[config.mk]
export PLATFORM = sky130hd
export DESIGN_NAME = alu_issue_queue
export DESIGN_NICKNAME = d
export VERILOG_FILES = /design/src/rtl/alu_pkg.sv /design/src/rtl/sync_fifo.sv /design/src/rtl/alu_issue_queue.sv
export SDC_FILE = /design/constraint.sdc
export NUM_CORES = 1
export LEC_CHECK = 0
export ABC_CLOCK_PERIOD_IN_PS = 4250
export BUFFER_PORTS_ARGS = -buffer_cell sky130_fd_sc_hd__buf_2
export CAP_MARGIN = 0
export CORE_AREA = 3 3 164 246
export DETAILED_ROUTE_END_ITERATION = 16
export DIE_AREA = 0 0 167 249
export PLACE_DENSITY = 0.72
export SETUP_SLACK_MARGIN = 0.5
export SKIP_CTS_REPAIR_TIMING = 1
export SYNTH_ARGS = -nofsm -noshare
export SYNTH_HDL_FRONTEND = slang
export SYNTH_HIERARCHICAL = 1
export SYNTH_SLANG_ARGS = --single-unit
[constraint.sdc]
create_clock -name clk -period 4.25 [get_ports clk]
set_clock_uncertainty 0.2 [all_clocks]
set_input_delay 0.2125 -clock clk [delete_from_list [all_inputs] [get_ports clk]]
set_output_delay 0.2125 -clock clk [all_outputs]
set_load 0.02 [all_outputs]
[src/rtl/alu_pkg.sv]
// alu_pkg: shared ALU data width, opcode constants and legal-opcode check.
package alu_pkg;
   localparam int DW = 32;
   localparam logic [3:0] OP_0000 = 4'b0000;
   localparam logic [3:0] OP_0010 = 4'b0010;
   localparam logic [3:0] OP_0100 = 4'b0100;
   localparam logic [3:0] OP_0111 = 4'b0111;
   localparam logic [3:0] OP_1010 = 4'b1010;

   function automatic logic op_legal(input logic [3:0] op);
      return (op == OP_0000) || (op == OP_0010) || (op == OP_0100) ||
             (op == OP_0111) || (op == OP_1010);
   endfunction
endpackage

[src/rtl/sync_fifo.sv]
// sync_fifo: synchronous FIFO; dout reads zero while empty so an idle FIFO presents clean outputs.
module sync_fifo #(
   parameter int WIDTH = 8,
   parameter int DEPTH = 4
) (
   input  logic                     clk,
   input  logic                     reset,
   input  logic                     push,
   input  logic                     pop,
   input  logic [WIDTH-1:0]         din,
   output logic [WIDTH-1:0]         dout,
   output logic [$clog2(DEPTH):0]   count
);
   localparam int AW = $clog2(DEPTH);
   localparam int CNW = AW + 1;
   localparam logic [AW:0] CMAX = CNW'(DEPTH);
   logic [WIDTH-1:0] mem [DEPTH];
   logic [AW-1:0] wr, rd;
   logic do_push, do_pop;
   assign do_pop = pop && (count != '0);
   assign do_push = push && (count < CMAX);
   assign dout = (count != '0) ? mem[rd] : '0;
   always_ff @(posedge clk) begin
      if (reset) begin
         wr <= '0;
         rd <= '0;
         count <= '0;
      end else begin
         if (do_push) begin
            mem[wr] <= din;
            wr <= wr + 1'b1;
         end
         if (do_pop) rd <= rd + 1'b1;
         count <= count + CNW'(do_push) - CNW'(do_pop);
      end
   end
endmodule

[src/rtl/alu_issue_queue.sv]
// alu_issue_queue: credit-based command/response wrapper around the 32-bit ALU.
// Optional ALU_OPCHECK_EN: illegal opcodes are not issued to the ALU and return rsp_err=1.
module alu_issue_queue
   import alu_pkg::*;
#(
   parameter int CDEPTH = 4,
   parameter int RDEPTH = 4,
   parameter int ALU_LATENCY = 1,
   parameter int TAGW = 4
) (
   input  logic            clk,
   input  logic            reset,
   input  logic            cmd_valid,
   output logic            cmd_ready,
   input  logic [DW-1:0]   cmd_a,
   input  logic [DW-1:0]   cmd_b,
   input  logic [3:0]      cmd_op,
   input  logic [TAGW-1:0] cmd_tag,
   output logic [DW-1:0]   alu_A,
   output logic [DW-1:0]   alu_B,
   output logic [3:0]      alu_Opin,
   input  logic [DW-1:0]   alu_result,
   input  logic            alu_zero,
   output logic            rsp_valid,
   input  logic            rsp_ready,
   output logic [DW-1:0]   rsp_result,
   output logic            rsp_zero,
   output logic [TAGW-1:0] rsp_tag,
   output logic            rsp_err
);
   localparam int CW = $clog2(CDEPTH) + 1;
   localparam int RW = $clog2(RDEPTH) + 1;
   // The result is valid ALU_LATENCY cycles after the issue edge and is sampled on the following edge.
   localparam int PD = ALU_LATENCY + 1;
   localparam int IW = $clog2(PD + 1);
   localparam int CFW = 2 * DW + 4 + TAGW;
   localparam int RFW = DW + 1 + TAGW + 1;
   localparam int SW = RW + 1;
   logic [CW-1:0] cmd_count;
   logic [RW-1:0] rsp_count;
   logic [CFW-1:0] cmd_head;
   logic [RFW-1:0] rsp_din, rsp_head;
   logic [DW-1:0] head_a, head_b;
   logic [3:0] head_op;
   logic [TAGW-1:0] head_tag;
   logic head_err, issue, capture;
   logic [PD-1:0] pv, pe;
   logic [TAGW-1:0] pt [PD];
   logic [IW-1:0] inflight;
   logic [RW:0] credit;

   assign cmd_ready = !reset && (cmd_count < CW'(CDEPTH));
   assign {head_a, head_b, head_op, head_tag} = cmd_head;
`ifdef ALU_OPCHECK_EN
   assign head_err = !op_legal(head_op);
`else
   assign head_err = 1'b0;
`endif
   assign credit = SW'(inflight) + SW'(rsp_count);
   assign issue = (cmd_count != '0) && (credit < SW'(RDEPTH));
   assign capture = pv[PD-1];
   assign rsp_din = pe[PD-1] ? {{DW{1'b0}}, 1'b0, pt[PD-1], 1'b1}
                             : {alu_result, alu_zero, pt[PD-1], 1'b0};
   assign rsp_valid = rsp_count != '0;
   assign {rsp_result, rsp_zero, rsp_tag, rsp_err} = rsp_head;

   sync_fifo #(.WIDTH(CFW), .DEPTH(CDEPTH)) u_cmd (
      .clk(clk), .reset(reset), .push(cmd_valid && cmd_ready), .pop(issue),
      .din({cmd_a, cmd_b, cmd_op, cmd_tag}), .dout(cmd_head), .count(cmd_count)
   );

   sync_fifo #(.WIDTH(RFW), .DEPTH(RDEPTH)) u_rsp (
      .clk(clk), .reset(reset), .push(capture), .pop(rsp_ready),
      .din(rsp_din), .dout(rsp_head), .count(rsp_count)
   );

   always_ff @(posedge clk) begin
      if (reset) begin
         alu_A <= '0;
         alu_B <= '0;
         alu_Opin <= '0;
         pv <= '0;
         pe <= '0;
         inflight <= '0;
      end else begin
         if (issue && !head_err) begin
            alu_A <= head_a;
            alu_B <= head_b;
            alu_Opin <= head_op;
         end
         pv <= {pv[PD-2:0], issue};
         pe <= {pe[PD-2:0], issue && head_err};
         inflight <= inflight + IW'(issue) - IW'(capture);
      end
   end

   always_ff @(posedge clk) begin
      pt[0] <= head_tag;
      for (int i = 1; i < PD; i++) pt[i] <= pt[i-1];
   end
endmodule

======== After elaboration in Yosys (flattened, before gate mapping) ========
Memories as Yosys holds them, arrays and structs flattened. A register that Yosys moved wholly into a read port is not among the register bits.
Index checks and enable logic that the tools add are counted.
storage, ports and cells
  bits in registers ....................... 88
  bits in writable memories ............... 448
  input bits .............................. 109
  logic and storage cells ................. 53
  memories kept ........................... 3
memories
  memory     depth  width  read ports  clocked after memory_dff  write ports  line                   RTL
  u_cmd.mem  4      72     1           1                         1            sync_fifo.sv:17        logic [WIDTH-1:0] mem [DEPTH];
  u_rsp.mem  4      38     1           1                         1            sync_fifo.sv:17
  pt         2      4      2           0                         2            alu_issue_queue.sv:48  logic [TAGW-1:0] pt [PD];
operators by class
  add/sub/neg operators ................... 11
  $lt $le $gt $ge ......................... 3
  multiplexer cells ....................... 13
  reduce and logical (&&, ||, !) cells .... 10
operators with widths
  operator                                                                       count
  38-bit two-way mux                                                             2
  72-bit two-way mux                                                             1
  2-bit by 1-bit adder with 2-bit output (second input constant)                 4
  2-bit two-way mux                                                              4
  1-bit logical AND                                                              7
  3-bit by 1-bit adder with 3-bit output                                         2
  3-bit less-than comparator (second input constant)                             2
  1-bit two-way mux                                                              6
  3-bit nonzero test                                                             2
  3-bit by 1-bit subtractor with 3-bit output                                    2
  2-bit by 3-bit adder with 4-bit output                                         1
  4-bit by 3-bit less-than comparator with 1-bit output (second input constant)  1
  2-bit by 1-bit adder with 2-bit output                                         1
  2-bit by 1-bit subtractor with 2-bit output                                    1
  1-bit zero test                                                                1

======== Logic depth before layout (Yosys ltp) ========
Gate-level depths: netlist of the first run.
  depth in word-level cells ............... 7
  depth in mapped cells ................... 14

======== By module ========
Netlist of the first run, hierarchy kept.
modules (own cells, without submodules)
  module             instances  cells an instance  area an instance (µm²)  seq. area each (µm²)
  sync_fifo (u_cmd)  1          505                11423.5                 8828.5
  sync_fifo (u_rsp)  1          289                6203.4                  4744.6
  alu_issue_queue    1          325                3479.6                  1601.5

======== Worst setup path before layout of the first run ========
Ideal clock, no wire load.
  kind .................................... input to register
  from .................................... input reset
  to ...................................... memory u_cmd/mem[0][0] (netlist name), enable pin
  setup time .............................. 0.438 ns
  data arrival time ....................... 3.163 ns
  data required time ...................... 3.612 ns
  setup slack ............................. 0.449 ns
  stages on the path ...................... 8
  buffers on the path ..................... 2
  path through ............................ buf_2 clkbuf_2 nor2_1 and2_1 nor2b_1 inv_1 nor2_1 and2_1
on the way
  cells in the longest elaborated chain, start to end .. 7
ends and longest elaborated chain
  item                                     line                   RTL
  from (decl)                              alu_issue_queue.sv:12  input logic reset,
  1-bit zero test                          alu_issue_queue.sv:52  assign cmd_ready = !reset && (cmd_count < CW'(CDEPTH));
  1-bit logical AND                        alu_issue_queue.sv:52
  via cmd_ready                            alu_issue_queue.sv:14  output logic cmd_ready,
  1-bit logical AND                        alu_issue_queue.sv:68  .clk(clk), .reset(reset), .push(cmd_valid && cmd_ready), .pop(issue),
  1-bit logical AND                        sync_fifo.sv:21        assign do_push = push && (count < CMAX);
  1-bit two-way mux                        sync_fifo.sv:29        if (do_push) begin
  1-bit two-way mux                        sync_fifo.sv:24        if (reset) begin
  1-bit two-way mux (implied by the code)  sync_fifo.sv:30        mem[wr] <= din;
  to (decl)                                sync_fifo.sv:17
The timed path passes the listed nets, and every way through them passes these cells.

==> metrics.log, run 1 <==
[metrics] run status: completed
[metrics] leading cell types in the layout, fill and taps excluded: sky130_fd_sc_hd__edfxtp_1 (440), sky130_fd_sc_hd__buf_2 (215), sky130_fd_sc_hd__nand2b_1 (136)
[metrics] width of the die: 167 um
[metrics] instance count after placement with tap cells included: ~1,800
[metrics] clock buffers created by TritonCTS: 47
[metrics] internal power: just over 0.01 W
[metrics] depth of the worst hold-timing path: 3
[metrics] Critical Path End Type: output pin
[metrics] sw frac: about 29%
[metrics] post-layout min period: between 2000 and 3000 ps
[metrics] Tcrit/Tclk final: between 60% and 70%
[metrics] Clk pin slew, worst setup/hold paths: about 60 ps
[metrics] largest fanout on the critical path: 14
[metrics] y dimension of the die: around 250 um
[metrics] Antenna Nets Post-Route: 0
[metrics] number of ports placed on the die boundary: 217
[metrics] number of hold violations in the final report: 0
[metrics] maximum clock frequency: 340 MHz
[metrics] Total Die Area: between 40,000 and 50,000 um^2
[metrics] vias in the first global route: roughly 11,000
[metrics] data arrival time of the critical path: ~2500 ps
[metrics] worst-case vdd ir drop: about 0.00047 V
[metrics] Leakage: roughly 8.8 nW
[metrics] DR vias: between 10,000 and 15,000
[metrics] cell types occupying the most area after synthesis: sky130_fd_sc_hd__edfxtp_1 (63%), sky130_fd_sc_hd__mux4_2 (12%), sky130_fd_sc_hd__dfxtp_1 (9.3%)
[metrics] cells along the critical path: buf_4 > mux4_2 > nor2b_1 > buf_2
[metrics] max-capacitance violation count: 0
[metrics] number of nets at the end of the flow: between 1,500 and 2,000
[metrics] initial cell density of the core: between 50% and 60%
[metrics] share of the synthesized area in the top cell type: a little over three fifths
[metrics] Pwr Density: between 500 and 600 nW/um^2
[metrics] wire length of the first global-routing pass: approximately 62 mm
[metrics] number of filler cells placed in the layout: approximately 2,600
[metrics] total power after layout: roughly 0.015 W
[metrics] Gate Count Post-Synth: 1,119
[metrics] Detailed Routing Iterations Pass 1: 4
[metrics] wire length after detailed routing: 39.8 mm
[metrics] worst skew pair latency: between 500 and 600 ps
[metrics] R2R Path End: u_cmd/mem[0][54]$_DFFE_PP_
[metrics] Register-to-Register Setup Slack: ~1500 ps
[metrics] leading cell type in the layout, fill and taps excluded: sky130_fd_sc_hd__edfxtp_1
[metrics] placeable core area: slightly below 40,000 um^2
[metrics] share of power burned in the clock network: a little under a third
[metrics] Syn Area/Cell: approximately 19 um^2
[metrics] share of the yosys chip area belonging to registers: 71.9%
[metrics] ratio of cells with drive above 1 in the final layout: between 20% and 30%
[metrics] Total Routing Usage GR: approximately a fifth
[metrics] Final GP Congestion: 0.712
[metrics] share of power burned in registers: between 40 and 50%
[metrics] RSZ-0062 raised after global routing: false
[metrics] endpoints failing setup: 0
[metrics] maximum level of the CTS H-tree: 2
[metrics] relative slew slack: about a quarter
[metrics] clock net sink count: 538
[metrics] number of flip-flops and latches in the synthesized netlist: roughly 540
[metrics] Hold Path Origin: reset
[metrics] critical path class: flip-flop to output pin
[metrics] antenna violations before repair: 1
[metrics] origin of the critical flop-to-flop path: u_cmd/count[2]$_SDFF_PP0_
[metrics] number of vias per cell: around 5.3
[metrics] FF-to-FF path depth: 7
[metrics] Synth area leader: sky130_fd_sc_hd__edfxtp_1
[metrics] DRT iter0 DRCs: 661
[metrics] Slew Limit Fails: 0
[metrics] CP required: 3840 ps
[metrics] logic gate share of total power: between 20 and 30%
[metrics] fin cells: 1,982
[metrics] reported net switching power: roughly 0.0042 W
[metrics] final hold slack: approximately 15 ps
[metrics] half-perimeter wire length after placement: between 20 and 25 mm
[metrics] worst min-delay path category: primary input to flip-flop
[metrics] sort of element at the start of the critical path: flip-flop
[metrics] detailed-route DRC error count: 0
[metrics] number of buffers added on ports: roughly 220
[metrics] Routed WL per cell: around 20 um
[metrics] slowest cell on the critical path: sky130_fd_sc_hd__dfxtp_2
[metrics] final total negative setup slack: 0 ps
[metrics] transition at the pin with the smallest max-transition slack: approximately 1100 ps
[metrics] clock tree from TritonCTS: done
[metrics] row cnt: 88
[metrics] Unique masters post-synth: 33
[metrics] longest individual stage delay on the worst path: around 660 ps
[metrics] area overhead of the layout relative to synthesis: 19.3%
[metrics] synthesized cell area: between 20,000 and 25,000 um^2
[metrics] fin util: 65.5%
[metrics] YS warnings: 6
[metrics] largest buffer count on any clock path: 3
[metrics] maximum number of pins on one net before global-route repair: 120
[metrics] cell at the root of the clock tree: sky130_fd_sc_hd__clkbuf_16
[metrics] overall overflow remaining after global route: 0
[metrics] worst hold endpoint: u_cmd/wr[0]$_SDFFE_PP0P_
-- synthesized netlist by cell type --
cell type and count:
sky130_fd_sc_hd__edfxtp_1 440, sky130_fd_sc_hd__nand2b_1 136, sky130_fd_sc_hd__mux4_2 108, sky130_fd_sc_hd__dfxtp_1 98, sky130_fd_sc_hd__nor2b_1 87, sky130_fd_sc_hd__mux2i_1 68
sky130_fd_sc_hd__and2b_1 32, sky130_fd_sc_hd__clkbuf_1 27, sky130_fd_sc_hd__inv_1 16, sky130_fd_sc_hd__ha_1 15, sky130_fd_sc_hd__buf_12 14, sky130_fd_sc_hd__buf_2 13
sky130_fd_sc_hd__nor2_1 12, sky130_fd_sc_hd__and2_1 9, sky130_fd_sc_hd__xnor2_1 7, sky130_fd_sc_hd__nand2_1 6, sky130_fd_sc_hd__a21oi_1 4, sky130_fd_sc_hd__buf_6 4
sky130_fd_sc_hd__xor2_1 3, sky130_fd_sc_hd__fa_1 2, sky130_fd_sc_hd__mux4_1 2, sky130_fd_sc_hd__nor3_1 2, sky130_fd_sc_hd__o21ai_0 2, sky130_fd_sc_hd__o31ai_1 2
sky130_fd_sc_hd__or3_1 2, sky130_fd_sc_hd__and3_4 1, sky130_fd_sc_hd__buf_4 1, sky130_fd_sc_hd__buf_8 1, sky130_fd_sc_hd__clkbuf_2 1, sky130_fd_sc_hd__conb_1 1
sky130_fd_sc_hd__nor3_2 1, sky130_fd_sc_hd__nor4_2 1, sky130_fd_sc_hd__or3_2 1
-- worst max path at each step --
stage	to	slack, ps	depth (start not counted)
5_1_grt	rsp_result[20]	1080	4
6_report	rsp_result[23]	1310	4
2_1_floorplan	u_cmd/mem[0][0]$_DFFE_PP_	1240	8
3_3_place_gp	u_cmd/mem[0][8]$_DFFE_PP_	1440	7
3_5_place_dp	u_cmd/mem[0][8]$_DFFE_PP_	1430	7
4_1_cts	rsp_result[20]	1220	4
-- power groups by stage --
| stage | Sequential, W | Clock, W | Combinational [W] |
|---|---|---|---|
| after global routing | 0.00645 | 0.00471 | 0.00409 |
| final | 0.00640 | 0.00439 | 0.00376 |
| after CTS | 0.00641 | 0.00450 | 0.00376 |
| after floorplan | 0.00647 | 0 | 0.00306 |
| after global placement | 0.00651 | 0 | 0.00370 |
| after detailed placement | 0.00652 | 0 | 0.00374 |
-- cells by family (layout without fill, tap and decap cells) --
family          count (synthesis)  in the layout  synth area share [%]
flops                         538            538                  71.9
simple gates                  290            290                  8.64
mux                           178            178                  15.0
buf+inv                        77            441                  2.74
fa+ha+maj                      17             17                  1.08
xor+xnor                       10             10                 0.415
compound gates                  8              8                 0.213
other cells                     1              5                0.0178
-- through the flow --
| step | worst slack, ps | area [um^2] |
|---|---|---|
| 6_report | 1310 | 25200 |
| 5_1_grt | 1080 | 25200 |
| 4_1_cts | 1220 | 24100 |
| 3_5_place_dp | 1430 | 22500 |
| 3_3_place_gp | 1440 | 22500 |
| 2_1_floorplan | 1240 | 21100 |
-- routing by layer --
metal  wire length (um)  vias to the layer above  share of wire (%)  GRT usage [%]
met5                  0                        -                  0              0
met4                946                        0                2.4           5.61
met3               1880                       57                4.7           4.29
met2              21300                      276                 53           34.1
met1              15700                     5334                 39           22.9
li1                   -                     4883                  -              -
-- area by class of cell --
| class | count | area [um^2] | share of cell area [%] |
|---|---|---|---|
| multi-input cells | 507 | 5400 | 21.4 |
| flip-flops and latches | 538 | 15200 | 60.3 |
| clock inverters | 21 | 265 | 1.05 |
| inverters | 16 | 60.1 | 0.238 |
| repair buffers | 338 | 2300 | 9.14 |
| well taps | 495 | 619 | 2.46 |
| clock buffers | 66 | 1350 | 5.36 |
| diodes | 1 | 2.50 | 0.00994 |
-- worst max-delay path: cells and delay by family, from the launching register on --
kind / cells / cell delay [ps]
muxes: 1 / 530
DFF: 1 / 660
buffers and inverters: 2 / 610
and+or+nand+nor: 1 / 150
-- sequential cells by signal, indices dropped and copies added, names as in the netlist, named ones only --
| name | count |
|---|---|
| u_rsp/count | 3 |
| pv | 2 |
| alu_Opin | 4 |
| u_cmd/mem | 288 |
| pt | 8 |
| u_cmd/count | 3 |
| u_cmd/rd | 2 |
| u_rsp/rd | 2 |
| u_rsp/mem | 152 |
| u_rsp/wr | 2 |
| alu_A | 32 |
| alu_B | 32 |
| inflight | 2 |
| u_cmd/wr | 2 |
No activity file was read; power rests on OpenSTA's default activity.
==> run 2: changes to the inputs <==
ABC_CLOCK_PERIOD_IN_PS = 3100   (was 4250)
clock period = 3.1 ns   (was 4.25 ns; I/O delays follow)
==> run 2 against run 1 <==
The run now ends with hold timing left. Critical path depth rose by 8. Cell count rose by 1.1%. Highest routed layer is now met5. Hold slack got worse by 280 ps. Wire length rose by 1.4%. Count of clock-buffer cells in the layout fell by 7. First-iteration DRC count rose by 23%. Register-to-register slack got worse by 970 ps. Global-route usage fell by 0.14 points. Power rose by 39%. Worst setup slack got worse by 830 ps.
==> metrics.log, run 2 (synthesized netlist as in run 1, its figures left out) <==
[metrics] footprint of the multi-input gates: 5450 um^2 (+0.90%)
[metrics] Detailed Routing Iterations Pass 1: 5 (+1)
[metrics] worst min-delay path category: primary input to flip-flop
[metrics] maximum level of the CTS H-tree: 2 (unchanged)
[metrics] max-capacitance violation count: 0 (unchanged)
[metrics] slowest cell on the critical path: sky130_fd_sc_hd__dfxtp_4
[metrics] number of vias per cell: 5.35 (+0.44%)
[metrics] sort of element at the start of the critical path: flip-flop
[metrics] post-layout min period: roughly 2600 ps
[metrics] area overhead of the layout relative to synthesis: 21.2%
[metrics] initial cell density of the core: 54.9% (unchanged)
[metrics] number of hold violations in the final report: 6 (+6)
[metrics] half-perimeter wire length after placement: 23.9 mm (+1.0%)
[metrics] internal power: 0.0144 W (+39%)
[metrics] worst skew pair latency: 560 ps (about the same)
[metrics] instance count after placement with tap cells included: 1,799 (+0.62%)
[metrics] critical path class: flip-flop to flip-flop
[metrics] placeable core area: 38,400 um^2 (unchanged)
[metrics] Routed WL per cell: 20.2 um (+0.31%)
[metrics] DR vias: 10,709 (+1.5%)
[metrics] RSZ-0062 raised after global routing: true
[metrics] Register-to-Register Setup Slack: 480 ps (-970 ps)
[metrics] biggest registers after layout: u_cmd/mem x288, u_rsp/mem x152
[metrics] transition at the pin with the smallest max-transition slack: 674 ps (-459 ps)
[metrics] Total Die Area: 41,600 um^2 (unchanged)
[metrics] Slew Limit Fails: 0 (unchanged)
[metrics] clock net sink count: 538 (unchanged)
[metrics] worst-case vdd ir drop: 0.000666 V (+42%)
[metrics] cells along the critical path: ha_4 > and3_4 > nor4_4 > o31ai_4 > inv_1 > ha_1 > inv_1 > ha_2 > fa_2 > xnor2_2 > xnor2_1 > nor2_1
[metrics] Antenna Nets Post-Route: 0 (unchanged)
[metrics] post-layout worst setup margin: 479 ps (-834 ps)
[metrics] CP required: 3330 ps (-510 ps)
[metrics] number of filler cells placed in the layout: 2,604 (+1.2%)
[metrics] Critical Path End Type: flip-flop
[metrics] worst setup path start: u_rsp/count[1]$_SDFF_PP0_
[metrics] FF-to-FF path depth: 12 (+5)
[metrics] leading cell type in the layout, fill and taps excluded: sky130_fd_sc_hd__edfxtp_1
[metrics] vias in the first global route: 10,889 (-0.48%)
[metrics] origin of the critical flop-to-flop path: u_rsp/count[1]$_SDFF_PP0_
[metrics] run status: finished with violations
[metrics] Pwr Density: 791 nW/um^2 (+37%)
[metrics] number of nets at the end of the flow: 1,595 (+1.3%)
[metrics] final hold slack: -268 ps (-282 ps)
[metrics] clock buffers created by TritonCTS: 47 (unchanged)
[metrics] max FFs per register: 288 (unchanged)
[metrics] Total Routing Usage GR: 18.8% (-0.14 points)
[metrics] logic gate share of total power: 27.7% (+1.9 points)
[metrics] clock tree from TritonCTS: done
[metrics] wire length of the first global-routing pass: 61.6 mm (-0.51%)
[metrics] share of power burned in the clock network: 29.5% (-0.7 points)
[metrics] number of ports placed on the die boundary: 217 (unchanged)
[metrics] DRT iter0 DRCs: 815 (+23%)
[metrics] R2R Path End: u_cmd/count[2]$_SDFF_PP0_
[metrics] violations in the final reports: hold timing
[metrics] most used cell, CP: sky130_fd_sc_hd__inv_1
[metrics] Clk pin slew, worst setup/hold paths: 60 ps (about the same)
[metrics] worst slack, placed: 443 ps (-984 ps)
[metrics] longest individual stage delay on the worst path: 390 ps (-270 ps)
[metrics] number of buffers added on ports: 216 (unchanged)
[metrics] detailed-route DRC error count: 0 (unchanged)
[metrics] wire length after detailed routing: 40.4 mm (+1.4%)
[metrics] final total negative setup slack: 0 ps (unchanged)
[metrics] area occupied by registers: 15,200 um^2 (about the same)
[metrics] data arrival time of the critical path: 2850 ps (+330 ps)
[metrics] leading cell types in the layout, fill and taps excluded: sky130_fd_sc_hd__edfxtp_1 (440), sky130_fd_sc_hd__buf_2 (215), sky130_fd_sc_hd__nand2b_1 (136)
[metrics] width of the die: 167 um (unchanged)
[metrics] largest buffer count on any clock path: 3 (unchanged)
[metrics] Tcrit/Tclk final: between 80% and 90%
[metrics] endpoints failing setup: 0 (unchanged)
[metrics] register with the most flip-flops: u_cmd/mem
[metrics] reported net switching power: 0.00585 W (+40%)
[metrics] worst hold endpoint: u_cmd/count[1]$_SDFF_PP0_
[metrics] maximum clock frequency: about 380 MHz
[metrics] largest fanout on the critical path: 5 (-9)
[metrics] Final GP Congestion: 0.723 (+1.5%)
[metrics] depth of the worst hold-timing path: 2 (-1)
[metrics] fin cells: 2,003 (+1.1%)
[metrics] sw frac: 28.9% (+0.18 points)
[metrics] number of inserted diodes: 0 (-1)
[metrics] y dimension of the die: 249 um (unchanged)
[metrics] cell at the root of the clock tree: sky130_fd_sc_hd__clkbuf_16
[metrics] ratio of cells with drive above 1 in the final layout: 30.6% (+1.4 points)
[metrics] maximum number of pins on one net before global-route repair: 87 (-28%)
[metrics] relative slew slack: 55.0% (+31 points)
[metrics] antenna violations before repair: 1 (unchanged)
[metrics] share of power burned in registers: 42.8% (-1.2 points)
[metrics] overall overflow remaining after global route: 0 (unchanged)
[metrics] row cnt: 88 (unchanged)
[metrics] Hold Path Origin: reset
[metrics] Leakage: 8.97 nW (+1.9%)
## run 2: layout make-up
| class | instances | share of cell area (%) |
|---|---|---|
| sequential | 538 | 59.4 |
| multi-input combinational | 507 | 21.3 |
| timing repair buffer | 359 | 10.4 |
| clock buffer | 59 | 4.98 |
| tap | 495 | 2.42 |
| clock inverter | 29 | 1.29 |
| inverter | 16 | 0.235 |
## run 2: worst max-delay path, delay by kind of cell, from the launching register on
kind | cells | cell delay (ps)
flops | 1 | 390
simple gates | 3 | 550
xor+xnor | 2 | 310
fa+ha+maj | 4 | 830
buf+inv | 2 | 110
compound gates | 1 | 130
## run 2: layer usage
metal / vias up / global-route usage [%] / share of wire (%)
met5: - / 0 / 0.050
met1: 5452 / 23.9 / 41
met2: 271 / 32.7 / 52
li1: 4925 / - / -
met4: 2 / 5.99 / 2.4
met3: 59 / 3.94 / 4.8
## run 2: stage by stage
stage	utilization [%]	hold WS, ps	power [W]	cell area [um^2]
floorplan	-	53.9	0.0131	21200
global placement	59.3	113	0.0141	22800
detailed placement	59.3	113	0.0142	22800
CTS	63.5	-426	0.0202	24400
global route	66.5	-276	0.0212	25600
finish	66.5	-268	0.0202	25600
## run 2: worst max-delay path by stage
| stage | endpoint | slack, ps | cells past startpoint |
|---|---|---|---|
| after floorplan | u_cmd/mem[0][0]$_DFFE_PP_ | 260 | 8 |
| after global placement | u_cmd/count[2]$_SDFF_PP0_ | 490 | 12 |
| after detailed placement | u_cmd/count[2]$_SDFF_PP0_ | 440 | 11 |
| after CTS | u_cmd/count[2]$_SDFF_PP0_ | 400 | 11 |
| after global routing | u_cmd/count[2]$_SDFF_PP0_ | 360 | 12 |
| final | u_cmd/count[2]$_SDFF_PP0_ | 480 | 12 |
## run 2: power by group through the flow
stage / Combinational (W) / Sequential, W / Clock [W]
4_1_cts: 0.00540 / 0.00866 / 0.00614
2_1_floorplan: 0.00424 / 0.00889 / 0
5_1_grt: 0.00606 / 0.00870 / 0.00642
3_5_place_dp: 0.00538 / 0.00881 / 0
3_3_place_gp: 0.00533 / 0.00879 / 0
6_report: 0.00561 / 0.00865 / 0.00597
==> run 3: changes to the inputs <==
ABC_CLOCK_PERIOD_IN_PS = 2550   (was 3100)
clock period = 2.55 ns   (was 3.1 ns; I/O delays follow)
==> run 3 against run 2 <==
The flow still finishes with violations (hold timing). Global-route usage increased by 0.60 points. Die area unchanged. Design area increased by 4.3%. Clock power increased by 24%. Power increased by 32%. Highest routed layer is now met4.
==> metrics.log, run 3 (synthesized netlist as in run 1, its figures left out) <==
[metrics] origin of the critical flop-to-flop path: u_rsp/count[1]$_SDFF_PP0_
[metrics] max-capacitance violation count: 0 (unchanged)
[metrics] leading cell types in the layout, fill and taps excluded: sky130_fd_sc_hd__edfxtp_1 (440), sky130_fd_sc_hd__buf_2 (177), sky130_fd_sc_hd__nand2b_1 (136)
[metrics] worst min-delay path category: primary input to flip-flop
[metrics] ratio of cells with drive above 1 in the final layout: 33.9% (+3.3 points)
[metrics] reported net switching power: 0.00772 W (+32%)
[metrics] Final GP Congestion: 0.723 (about the same)
[metrics] half-perimeter wire length after placement: 24.3 mm (+1.4%)
[metrics] number of filler cells placed in the layout: 2,419 (-7.1%)
[metrics] wire length of the first global-routing pass: 63.6 mm (+3.2%)
[metrics] max FFs per register: 288 (unchanged)
[metrics] vias in the first global route: 11,323 (+4.0%)
[metrics] data arrival time of the critical path: 2760 ps (-90 ps)
[metrics] CP required: 2770 ps (-560 ps)
[metrics] biggest registers after layout: u_cmd/mem x288, u_rsp/mem x152
[metrics] RSZ-0062 raised after global routing: true
[metrics] number of ports placed on the die boundary: 217 (unchanged)
[metrics] fin cells: 2,041 (+1.9%)
[metrics] area overhead of the layout relative to synthesis: 26.3%
[metrics] Detailed Routing Iterations Pass 1: 5 (unchanged)
[metrics] Total Die Area: 41,600 um^2 (unchanged)
[metrics] sort of element at the start of the critical path: flip-flop
[metrics] Leakage: 9.42 nW (+5.1%)
[metrics] Clk pin slew, worst setup/hold paths: 60 ps (about the same)
[metrics] final hold slack: -9.91 ps (+258 ps)
[metrics] relative slew slack: 62.1% (+7.0 points)
[metrics] register with the most flip-flops: u_cmd/mem
[metrics] sw frac: 28.8% (-0.10 points)
[metrics] Antenna Nets Post-Route: 0 (unchanged)
[metrics] worst-case vdd ir drop: 0.000951 V (+43%)
[metrics] largest fanout on the critical path: 2 (-3)
[metrics] internal power: 0.0190 W (+32%)
[metrics] transition at the pin with the smallest max-transition slack: 569 ps (-106 ps)
[metrics] Routed WL per cell: 21.2 um (+5.4%)
[metrics] number of vias per cell: 5.38 (+0.69%)
[metrics] maximum level of the CTS H-tree: 2 (unchanged)
[metrics] placeable core area: 38,400 um^2 (unchanged)
[metrics] share of power burned in registers: 39.1% (-3.7 points)
[metrics] detailed-route DRC error count: 0 (unchanged)
[metrics] total power after layout: 0.0268 W (+32%)
[metrics] clock buffers created by TritonCTS: 47 (unchanged)
[metrics] wire length after detailed routing: 43.4 mm (+7.4%)
[metrics] worst skew pair latency: 570 ps (about the same)
[metrics] final total negative setup slack: 0 ps (unchanged)
[metrics] row cnt: 88 (unchanged)
[metrics] worst setup path start: u_rsp/count[1]$_SDFF_PP0_
[metrics] Tcrit/Tclk final: 99.6% (+15 points)
[metrics] Pwr Density: 1000 nW/um^2 (+27%)
[metrics] clock tree from TritonCTS: done
[metrics] overall overflow remaining after global route: 0 (unchanged)
[metrics] endpoints failing setup: 0 (unchanged)
[metrics] width of the die: 167 um (unchanged)
[metrics] initial cell density of the core: 54.9% (unchanged)
[metrics] critical path class: flip-flop to flip-flop
[metrics] Critical Path End Type: flip-flop
[metrics] y dimension of the die: 249 um (unchanged)
[metrics] maximum number of pins on one net before global-route repair: 159 (+83%)
[metrics] DRT iter0 DRCs: 754 (-7.5%)
[metrics] post-layout worst setup margin: 11.1 ps (-468 ps)
[metrics] maximum clock frequency: 394 MHz (+3.2%)
[metrics] number of hold violations in the final report: 2 (-4)
[metrics] Total Routing Usage GR: 19.4% (+0.60 points)
[metrics] DR vias: 10,988 (+2.6%)
[metrics] Slew Limit Fails: 0 (unchanged)
[metrics] leading cell type in the layout, fill and taps excluded: sky130_fd_sc_hd__edfxtp_1
[metrics] logic gate share of total power: 33.3% (+5.6 points)
[metrics] cell at the root of the clock tree: sky130_fd_sc_hd__clkbuf_16
[metrics] Hold Path Origin: reset
[metrics] share of power burned in the clock network: 27.6% (-1.9 points)
[metrics] violations in the final reports: hold timing
[metrics] number of buffers added on ports: 216 (unchanged)
[metrics] worst slack, placed: -13.9 ps (-456 ps)
[metrics] post-layout min period: 2540 ps (-82.0 ps)
[metrics] clock net sink count: 538 (unchanged)
[metrics] instance count after placement with tap cells included: 1,810 (+0.61%)
[metrics] run status: finished with violations
[metrics] antenna violations before repair: 3 (+2)
[metrics] number of nets at the end of the flow: 1,630 (+2.2%)
[metrics] largest buffer count on any clock path: 3 (unchanged)
[run 3: power groups by stage]
stage | sequential, W | clock (W) | combinational [W]
6_report | 0.0105 | 0.00739 | 0.00891
5_1_grt | 0.0105 | 0.00791 | 0.00955
4_1_cts | 0.0105 | 0.00757 | 0.00683
3_5_place_dp | 0.0107 | 0 | 0.00680
3_3_place_gp | 0.0107 | 0 | 0.00670
2_1_floorplan | 0.0108 | 0 | 0.00515
[run 3: metal layers]
layer	vias up	track usage [%]	wire length [um]
met5	-	0	0
met4	0	6.65	1250
met3	81	3.83	2040
met2	307	34.5	23200
met1	5597	23.9	16900
li1	5003	-	-
[run 3: cell type report]
cell class                 count  area (um^2)  share of cell area (%)
clock inverter                25          340                    1.28
sequential                   538        15200                    57.0
clock buffer                  62         1270                    4.77
tap                          495          619                    2.32
antenna                        4         10.0                  0.0375
timing repair buffer         394         3520                    13.2
inverter                      16         60.1                   0.225
multi-input combinational    507         5650                    21.2
[run 3: path summary, 6_finish.rpt]
kind / to / slack (ps) / cells past startpoint
setup / recovery: u_cmd/count[2]$_SDFF_PP0_ / 10 / 12
hold / removal: u_cmd/wr[0]$_SDFFE_PP0P_ / -10 / 3
hold reg to reg: pt[0][7]$_DFF_P_ / 130 / 0
setup reg to reg: u_cmd/count[2]$_SDFF_PP0_ / 10 / 12
[run 3: per-stage QoR]
stage,instance area (um^2),hold WS (ps),utilization [%]
2_1_floorplan,21200,26.4,-
3_3_place_gp,22900,112,59.7
3_5_place_dp,22900,114,59.7
4_1_cts,24500,-460,63.9
5_1_grt,26700,3.90,69.4
6_report,26700,-9.91,69.4
[run 3: critical path: stages, from the launching register on]
cell,delay (ps)
sky130_fd_sc_hd__dfxtp_4,350
sky130_fd_sc_hd__ha_4,230
sky130_fd_sc_hd__and3_4,150
sky130_fd_sc_hd__nor4_4,200
sky130_fd_sc_hd__o31ai_4,120
sky130_fd_sc_hd__inv_1,70
sky130_fd_sc_hd__ha_1,110
sky130_fd_sc_hd__inv_1,40
sky130_fd_sc_hd__ha_2,170
sky130_fd_sc_hd__fa_2,370
sky130_fd_sc_hd__xnor2_2,150
sky130_fd_sc_hd__xnor2_1,190
sky130_fd_sc_hd__nor2_1,50
